### src/rtl/mem_fill_arbiter.sv
// rtl/mem_fill_arbiter.sv - shared main-memory arbiter for I-cache fills and D-cache fills/writes
// D side has fixed priority; a granted transaction always runs to its DONE pulse.
module mem_fill_arbiter #(
    parameter int BLOCK_WORDS = 8,
    parameter int ADDR_W      = 16
) (
    input  logic                           clk,
    input  logic                           rst,
    input  logic                           i_req,
    input  logic [ADDR_W-1:0]              i_addr,
    input  logic                           d_req,
    input  logic                           d_wr,
    input  logic [ADDR_W-1:0]              d_addr,
    input  logic [15:0]                    d_wdata,
    output logic                           mem_enable,
    output logic                           mem_wr,
    output logic [ADDR_W-1:0]              mem_addr,
    output logic [15:0]                    mem_data_in,
    input  logic [15:0]                    mem_data_out,
    input  logic                           mem_data_valid,
    output logic                           i_fill_valid,
    output logic                           d_fill_valid,
    output logic [$clog2(BLOCK_WORDS)-1:0] fill_idx,
    output logic [15:0]                    fill_data,
    output logic                           i_done,
    output logic                           d_done,
    output logic                           busy
);

    localparam int IDX_W = $clog2(BLOCK_WORDS);
    localparam int CNT_W = IDX_W + 1;
    localparam logic [ADDR_W-1:0] BLOCK_MASK = ~ADDR_W'(2 * BLOCK_WORDS - 1);
    localparam logic [ADDR_W-1:0] WORD_MASK  = ~ADDR_W'(1);

    typedef enum logic [2:0] {
        IDLE,
        I_FILL,
        D_FILL,
        D_WRITE,
        DONE
    } state_t;

    state_t            state, state_d;
    logic [CNT_W-1:0]  issue_cnt;
    logic [IDX_W-1:0]  ret_cnt;
    logic              owner;
    logic [ADDR_W-1:0] addr_q;
    logic [15:0]       wdata_q;

    logic in_fill, issuing, ret_valid, last_ret;

    assign in_fill   = (state == I_FILL) || (state == D_FILL);
    assign issuing   = in_fill && (issue_cnt < CNT_W'(BLOCK_WORDS));
    // Returns outside a fill state are stale (e.g. after reset) and must be dropped.
    assign ret_valid = in_fill && mem_data_valid;
    assign last_ret  = ret_valid && (ret_cnt == IDX_W'(BLOCK_WORDS - 1));
    assign busy      = (state != IDLE);

    always_ff @(posedge clk or posedge rst) begin
        if (rst) begin
            state     <= IDLE;
            issue_cnt <= '0;
            ret_cnt   <= '0;
            owner     <= 1'b0;
            addr_q    <= '0;
            wdata_q   <= '0;
        end else begin
            state <= state_d;
            if (state == IDLE) begin
                if (d_req) begin
                    owner     <= 1'b1;
                    addr_q    <= d_addr & WORD_MASK;
                    wdata_q   <= d_wdata;
                    issue_cnt <= '0;
                    ret_cnt   <= '0;
                end else if (i_req) begin
                    owner     <= 1'b0;
                    addr_q    <= i_addr & WORD_MASK;
                    issue_cnt <= '0;
                    ret_cnt   <= '0;
                end
            end else begin
                if (issuing) begin
                    issue_cnt <= issue_cnt + 1'b1;
                end
                if (ret_valid) begin
                    ret_cnt <= ret_cnt + 1'b1;
                end
            end
        end
    end

    always_comb begin
        state_d      = state;
        mem_enable   = 1'b0;
        mem_wr       = 1'b0;
        mem_addr     = '0;
        mem_data_in  = '0;
        i_fill_valid = 1'b0;
        d_fill_valid = 1'b0;
        fill_idx     = '0;
        fill_data    = '0;
        i_done       = 1'b0;
        d_done       = 1'b0;
        case (state)
            IDLE: begin
                if (d_req && d_wr) begin
                    state_d = D_WRITE;
                end else if (d_req) begin
                    state_d = D_FILL;
                end else if (i_req) begin
                    state_d = I_FILL;
                end
            end
            I_FILL, D_FILL: begin
                if (issuing) begin
                    mem_enable = 1'b1;
                    mem_addr   = (addr_q & BLOCK_MASK) | (ADDR_W'(issue_cnt) << 1);
                end
                if (ret_valid) begin
                    fill_data    = mem_data_out;
                    fill_idx     = ret_cnt;
                    i_fill_valid = ~owner;
                    d_fill_valid = owner;
                end
                if (last_ret) begin
                    state_d = DONE;
                end
            end
            D_WRITE: begin
                mem_enable  = 1'b1;
                mem_wr      = 1'b1;
                mem_addr    = addr_q;
                mem_data_in = wdata_q;
                state_d     = DONE;
            end
            DONE: begin
                i_done  = ~owner;
                d_done  = owner;
                state_d = IDLE;
            end
            default: state_d = IDLE;
        endcase
    end

endmodule

### config.mk
export PLATFORM = sky130hd
export DESIGN_NAME = mem_fill_arbiter
export DESIGN_NICKNAME = d
export VERILOG_FILES = /design/src/rtl/mem_fill_arbiter.sv
export SDC_FILE = /design/constraint.sdc
export NUM_CORES = 1
export LEC_CHECK = 0
export CORE_ASPECT_RATIO = 1.1
export CORE_MARGIN = 1.5
export CORE_UTILIZATION = 42
export CTS_CLUSTER_SIZE = 14
export DETAILED_ROUTE_END_ITERATION = 6
export PLACE_DENSITY = 0.86
export SETUP_SLACK_MARGIN = 0.05
export SYNTH_ARGS = -nofsm -noshare
export SYNTH_HDL_FRONTEND = slang
export SYNTH_SLANG_ARGS = --single-unit
### constraint.sdc
create_clock -name clk -period 5.2 [get_ports clk]
set_input_delay 1.04 -clock clk [delete_from_list [all_inputs] [get_ports clk]]
set_output_delay 1.04 -clock clk [all_outputs]
set_load 0.02 [all_outputs]
# == Word-level counts from Yosys, hierarchy flattened ==
# Cells that the tools add are included.
# word_totals
n_memories,0
output_inout_bits,58
elab_cells,68
ramBits,0
romBits,0
inputBits,70
register_bits,43
latch_bits,0
# op_classes
eq_ne,8
mul,0
n_reduce_logical,16
n_lt_le_gt_ge,1
mux,33
shifts,0
div,0
bitwise,2
add_sub_neg,2
# op_table
op,n
16-bit two-way mux,6
16-bit one-hot mux with 2 select lines,1
3-bit two-way mux,10
4-bit two-way mux,4
16-bit by 5-bit bitwise OR with 16-bit output,1
1-bit two-way mux,10
2-bit AND reduction,5
3-bit one-hot mux with 3 select lines,1
3-bit by 2-bit equality test with 1-bit output (second input constant),2
3-bit equality test (second input constant),2
2-bit nonzero test,3
4-bit by 1-bit adder with 4-bit output (second input constant),1
1-bit logical AND,4
4-bit < comparator (second input constant),1
4-bit by 3-bit != test with 1-bit output (second input constant),1
3-bit by 1-bit adder with 3-bit output (second input constant),1
3-bit by 1-bit equality test with 1-bit output (second input constant),1
3-bit zero test,1
3-bit != test (second input constant),1
3-bit nonzero test,1
2-bit != test (second input constant),1
1-bit one-hot mux with 2 select lines,1
2-bit OR reduction,1
1-bit logical OR,1
1-bit NOT,1

# == Depth between registers and ports, before layout ==
# Gate-level depths: netlist of run 1.
# depth
word_depth,6
mapped_depth,6
mapped_depth_nobuf,5

# == Worst setup path before layout of run 1 ==
# Ideal clock, no wire load.
# synth_timing
path_type,in2out
start,input port mem_data_valid
end,output port d_fill_valid
required_ns,4.160
path_buffers,1
stages,4
slack_ns,2.257
arrival_ns,1.903
path_cell_list,inv_1 nor3_1 clkbuf_1 and2_1
# synth_between
elab_chain_cells,3
# synth_lines
item,line_no,rtl
from (decl),20,"input logic mem_data_valid,"
1-bit logical AND,55,assign ret_valid = in_fill && mem_data_valid;
1-bit two-way mux,120,if (ret_valid) begin
1-bit two-way mux,105,case (state)
to (decl),22,"output logic d_fill_valid,"
# Every way passes these cells.

# == Worst setup path after layout of run 1 ==
# layout_timing
start,input port mem_data_valid
end,output port fill_data[1]
# layout_between
elab_chain_cells,3
# layout_lines
item,line_no,rtl
1-bit logical AND,55,
16-bit two-way mux,120,
16-bit two-way mux,105,
to (decl),24,"output logic [15:0] fill_data,"
# Every way passes these cells.

==> results of run 1 <==
==> cell type report <==
cell class	instances	area [um2]
clock buffers	6	82.58
fillers	453	1675
inverters	7	26.28
multi-input cells	154	1117
flip-flops and latches	42	1051
well taps	75	93.84
repair buffers	129	1279
==> stage by stage <==
step / setup WS, ps / util
after floorplan: 2257 / -
after global placement: 1426 / 0.6699
after detailed placement: 1381 / 0.6699
after CTS: 1371 / 0.6854
after global routing: 1228 / 0.6854
final: 1386 / 0.6854
==> synthesized netlist by cell type, drive strengths merged, types with 2 or more instances <==
| cell | number |
|---|---|
| o21ai | 32 |
| nor2 | 6 |
| clkbuf | 9 |
| nor3b | 12 |
| mux2i | 15 |
| nor3 | 3 |
| inv | 7 |
| a31oi | 2 |
| o2bb2ai | 2 |
| a21oi | 2 |
| a22o | 5 |
| and2 | 37 |
| buf | 10 |
| ha | 3 |
| mux2 | 17 |
| dfrtp | 42 |
==> cells in the final DEF, fill, tap and decap left out, drive strengths merged, types with 2 or more instances in the layout <==
cell type / count
ha: 3
nor3: 3
clkdlybuf4s50: 124
o2bb2ai: 2
mux2i: 15
clkbuf: 6
nor3b: 12
inv: 6
dfrtp: 42
o21ai: 32
and2: 37
a22o: 5
buf: 5
a31oi: 2
nor2: 6
a21oi: 2
mux2: 17
==> metal layers <==
layer | vias up | track usage | routed length (um)
met5 | - | 0 | 0
met4 | 0 | 0.07778 | 114
met3 | 12 | 0.05772 | 493
met2 | 95 | 0.3523 | 3070
met1 | 968 | 0.2512 | 2403
li1 | 1002 | - | -
==> sequential cells by signal, summed over array words and instances, names as in the netlist <==
name / flops
issue_cnt: 4
addr_q: 15
wdata_q: 16
ret_cnt: 3
owner: 1
state: 3
==> kinds of logic after synthesis <==
family,count (synthesis),synth area share
buf+inv,26,0.05815
mux,32,0.1484
other cells,1,0.001629
flops,42,0.4565
xor+xnor,2,0.007610
fa+ha+maj,4,0.02065
compound gates,48,0.1261
simple gates,67,0.1810
==> report_power, final <==
part           switching, uW  internal, uW  total [uW]
combinational            609           592        1200
clock                    104           102         206
sequential               117           488         605
total                    830          1180        2010
==> worst max-delay path by stage <==
stage	slack, ps	end	from	depth (start not counted)
2_1_floorplan	2260	d_fill_valid	mem_data_valid	4
3_3_place_gp	1430	fill_data[9]	mem_data_valid	6
3_5_place_dp	1380	fill_data[1]	mem_data_valid	6
4_1_cts	1370	fill_data[1]	mem_data_valid	6
5_1_grt	1230	fill_data[1]	mem_data_valid	6
6_report	1390	fill_data[1]	mem_data_valid	6
==> critical path: stages <==
cell and delay [ps]:
clkdlybuf4s50_1 480, inv_1 70, nor3_1 170, buf_4 240, and2_1 160, clkdlybuf4s50_1 610
==> impl_metrics.yaml, run 1 <==
status:
  run_status: "finished clean"
cts:
  cts-root-buf: "clkbuf_8"
  clkTransAtPathRegs_ps: 80
  ctsHoldBuffers: 0
  cts_tree: "built"
  cts-resized-gates: 0
  cts_setup_buffers: 0
  cts_sinks: 42
  clock_latency_ps: 290
  cts_made_buffers: 5
  clockBufferDepth: 2
  cts_max_level: 2
routing:
  ant_nets: 0
  drt_wl_total_um: 6081
  first_pass_iters: 4
  drtIter0Drc: 160
  viasPerCell: 5.029
  drc_errors: 0
  vias: 2077
  routedWlPerCell_um: 14.72
final_layout:
  final_area_um2: 3650
  syn_to_final_growth_pct: 58.53
  num_antenna_cells: 0
  fin_cells: 413
  layout-drive-gt1-share: 0.08284
  nNetsFinal: 412
sta:
  holdWs_ps: 498.1
  rsz0062_at_grt: "false"
  slew_violations: 0
  worst_pin_slew_ps: 780.6
  hold_violations: 0
  period_minus_slack_ps: 3814
  tns_ps: 0
  fin_crit_sh: 0.7335
  finalSetupViolations: 0
  timing.slew.headroom: 0.4796
  skew_ps: 7.410
  fmax_mhz: 262.2
worst_hold_path:
  hold_end: "wdata_q[3]"
  hp-start: "wdata_q[3]"
  hold_class: "reg2reg"
  hold_depth: 1
setup_path:
  start_kind: "input port"
  worstReg2RegStart: "state[2]"
  timing.rr.end: "addr_q[4]"
  reg2reg_slack_ps: 2790
  crit_path_end_kind: "output port"
  critPathKind: "in2out"
  r2r_cells: 3
  arrival_ps: 2770
  worstPathRequired_ps: 4160
  crit_fanout: 23
global_routing:
  grt_pass1_wl_um: 9542
  gr-usage-all-layers: 0.2089
  grt_pass1_vias: 1988
  grt_max_degree: 43
  antenna_found_initial: 0
  gr-total-overflow: 0
yosys:
  synthesis.area_um2: 2302
  syn_inst: 222
  async_flop_share: 1.000
  ys_warn_count: 0
  synth_cell_type_count: 37
  synth-edff-count: 0
  ys_seq_area_frac: 0.4565
  syn_nets: 295
  synthTopCellsByArea: "dfrtp_1, and2_1, mux2_2"
  ys_seq_elements: 42
  avgSynthCellArea_um2: 10.37
  yosysTopAreaCell: "dfrtp_1"
  synth_top_flop_cell: "dfrtp_1"
  yosys.area.top_type_share: 0.4565
power_and_ir_drop:
  power_density_nw_per_um2: 551.3
  total_power_uw: 2012
  p_leak_uw: 0.001514
  vdd_drop_max_mv: 0.3604
place:
  dp_hpwl_um: 4391
  dp.cells: 407
  portBuffers: 124
  gp_congestion: 0.8062
  placed_area_um2: 3567
die:
  die_h_um: 80.65
  pin_count: 128
  row_count: 28
  die_area_um2: 5935
  die_w_um: 73.59
  core-area_um2: 5325
  initial_core_util: 0.4323
job:
  maxCapViolCount: 0
No activity file was read; power rests on OpenSTA's default activity.
==> run 2: changes to the inputs <==
--- a/config.mk
+++ b/config.mk
@@ -7,10 +7,10 @@
 export LEC_CHECK = 0
 export CORE_ASPECT_RATIO = 1.1
 export CORE_MARGIN = 1.5
-export CORE_UTILIZATION = 42
+export CORE_UTILIZATION = 39
 export CTS_CLUSTER_SIZE = 14
 export DETAILED_ROUTE_END_ITERATION = 6
-export PLACE_DENSITY = 0.86
+export PLACE_DENSITY = 0.81
 export SETUP_SLACK_MARGIN = 0.05
 export SYNTH_ARGS = -nofsm -noshare
 export SYNTH_HDL_FRONTEND = slang
==> constraint.sdc (replaced) <==
create_clock -name clk -period 3.9 [get_ports clk]
set_input_delay 0.78 -clock clk [delete_from_list [all_inputs] [get_ports clk]]
set_output_delay 0.78 -clock clk [all_outputs]
set_load 0.02 [all_outputs]
==> impl_metrics.yaml, run 2 (same netlist as run 1, synthesis figures left out) <==
place:
  dp_hpwl_um: 4321
  placed_area_um2: 3575
  gp_congestion: 0.7590
  portBuffers: 124
cts:
  ctsHoldBuffers: 0
  cts_made_buffers: 5
  clkTransAtPathRegs_ps: 70
  clockBufferDepth: 2
  cts-root-buf: "clkbuf_8"
  clock_latency_ps: 290
  cts_max_level: 2
  cts_setup_buffers: 0
  cts-resized-gates: 0
  cts_tree: "built"
  cts_sinks: 42
die:
  die_h_um: 83.58
  initial_core_util: 0.4016
  die_area_um2: 6373
  row_count: 29
  pin_count: 128
  core-area_um2: 5733
  die_w_um: 76.26
power_and_ir_drop:
  vdd_drop_max_mv: 0.3936
  p_leak_uw: 0.001527
  total_power_uw: 2730
  power_density_nw_per_um2: 741.8
global_routing:
  grt_pass1_wl_um: 9880
  gr-usage-all-layers: 0.1924
  antenna_found_initial: 0
  grt_pass1_vias: 2094
  gr-total-overflow: 0
  grt_max_degree: 43
setup_path:
  worstPathRequired_ps: 3120
  arrival_ps: 2490
  start_kind: "input port"
  crit_path_end_kind: "output port"
  critPathKind: "in2out"
  r2r_cells: 4
  crit_fanout: 23
routing:
  wl_met3_um: 534
  top_layer_used: "met4"
  viasPerCell: 4.959
  drt_wl_total_um: 5862
  first_pass_iters: 4
  routedWlPerCell_um: 14.06
  met2_wirelength_um: 2875
  drc_errors: 0
  drtIter0Drc: 99
  m1WireLength_um: 2388
  vias: 2068
  ant_nets: 0
final_layout:
  nNetsFinal: 412
  syn_to_final_growth_pct: 59.89
  num_antenna_cells: 0
  reg_top3: "wdata_q (16), addr_q (15), issue_cnt (4)"
  layout-drive-gt1-share: 0.08824
  layout_commonest_cell: "clkdlybuf4s50_1"
  final_area_um2: 3681
  fin_util: 0.6421
  largest_reg_flops: 16
  final_cell_mix: "clkdlybuf4s50_1, dfrtp_1, and2_1, o21ai_0, mux2_2"
  regMostFlops: "wdata_q"
sta:
  hold_violations: 0
  slew_violations: 0
  rsz0062_at_grt: "false"
  fin_crit_sh: 0.8381
  tns_ps: 0
  period_minus_slack_ps: 3269
  timing.slew.headroom: 0.4190
  finalSetupViolations: 0
  skew_ps: 7.858
  fmax_mhz: 305.9
  worst_pin_slew_ps: 870.2
worst_hold_path:
  hold_class: "reg2reg"
  hold_depth: 1
status:
  run_status: "finished clean"
job:
  maxCapViolCount: 0
==> run 2: cell count changes in the layout (fill, tap and decap cells not counted), sizes merged <==
cell	delta
bufinv	+1
clkbuf	+1
clkinv	-1
inv	+1
==> run 2: through the flow <==
| step | hold slack (ps) | worst slack (ps) | cells |
|---|---|---|---|
| 4_1_cts | 505.0 | 624.1 | 417 |
| 2_1_floorplan | 465.3 | 1477 | 222 |
| 6_report | 499.8 | 631.4 | 417 |
| 5_1_grt | 517.7 | 461.6 | 417 |
| 3_3_place_gp | 480.8 | 659.6 | 409 |
| 3_5_place_dp | 487.7 | 633.5 | 409 |
==> run 2: worst max-delay path: stages <==
cell and delay [ps]:
clkdlybuf4s50_1 480, inv_1 70, nor3_1 170, buf_4 240, and2_1 150, clkdlybuf4s50_1 600
==> run 2: final timing paths <==
check / startpoint / end / slack (ps)
setup reg to reg: state[2] / issue_cnt[3] / 1670
hold reg to reg: wdata_q[11] / wdata_q[11] / 500
min in group asynchronous: rst / state[1] / 990
setup / recovery: mem_data_valid / fill_data[7] / 630
hold / removal: wdata_q[11] / wdata_q[11] / 500
max in group asynchronous: rst / wdata_q[14] / 2370
==> run 2: layout make-up <==
type	count	area (um2)
flip-flops and latches	42	1051
well taps	77	96.34
multi-input cells	154	1122
clock buffers	7	76.32
inverters	7	26.28
fillers	526	2052
repair buffers	129	1279
clock inverters	1	30.03
==> run 2: where the power goes <==
part | switching (uW) | internal (uW) | total [uW]
Combinational | 796 | 799 | 1600
Clock | 144 | 192 | 335
Sequential | 150 | 650 | 800
Total | 1090 | 1640 | 2730
==> run 2: per-layer routing <==
metal  track usage  vias to the layer above
met3       0.07322                        6
met1        0.2199                      961
met2        0.3271                       94
met4       0.06902                        0
met5             0                        -
li1              -                     1007
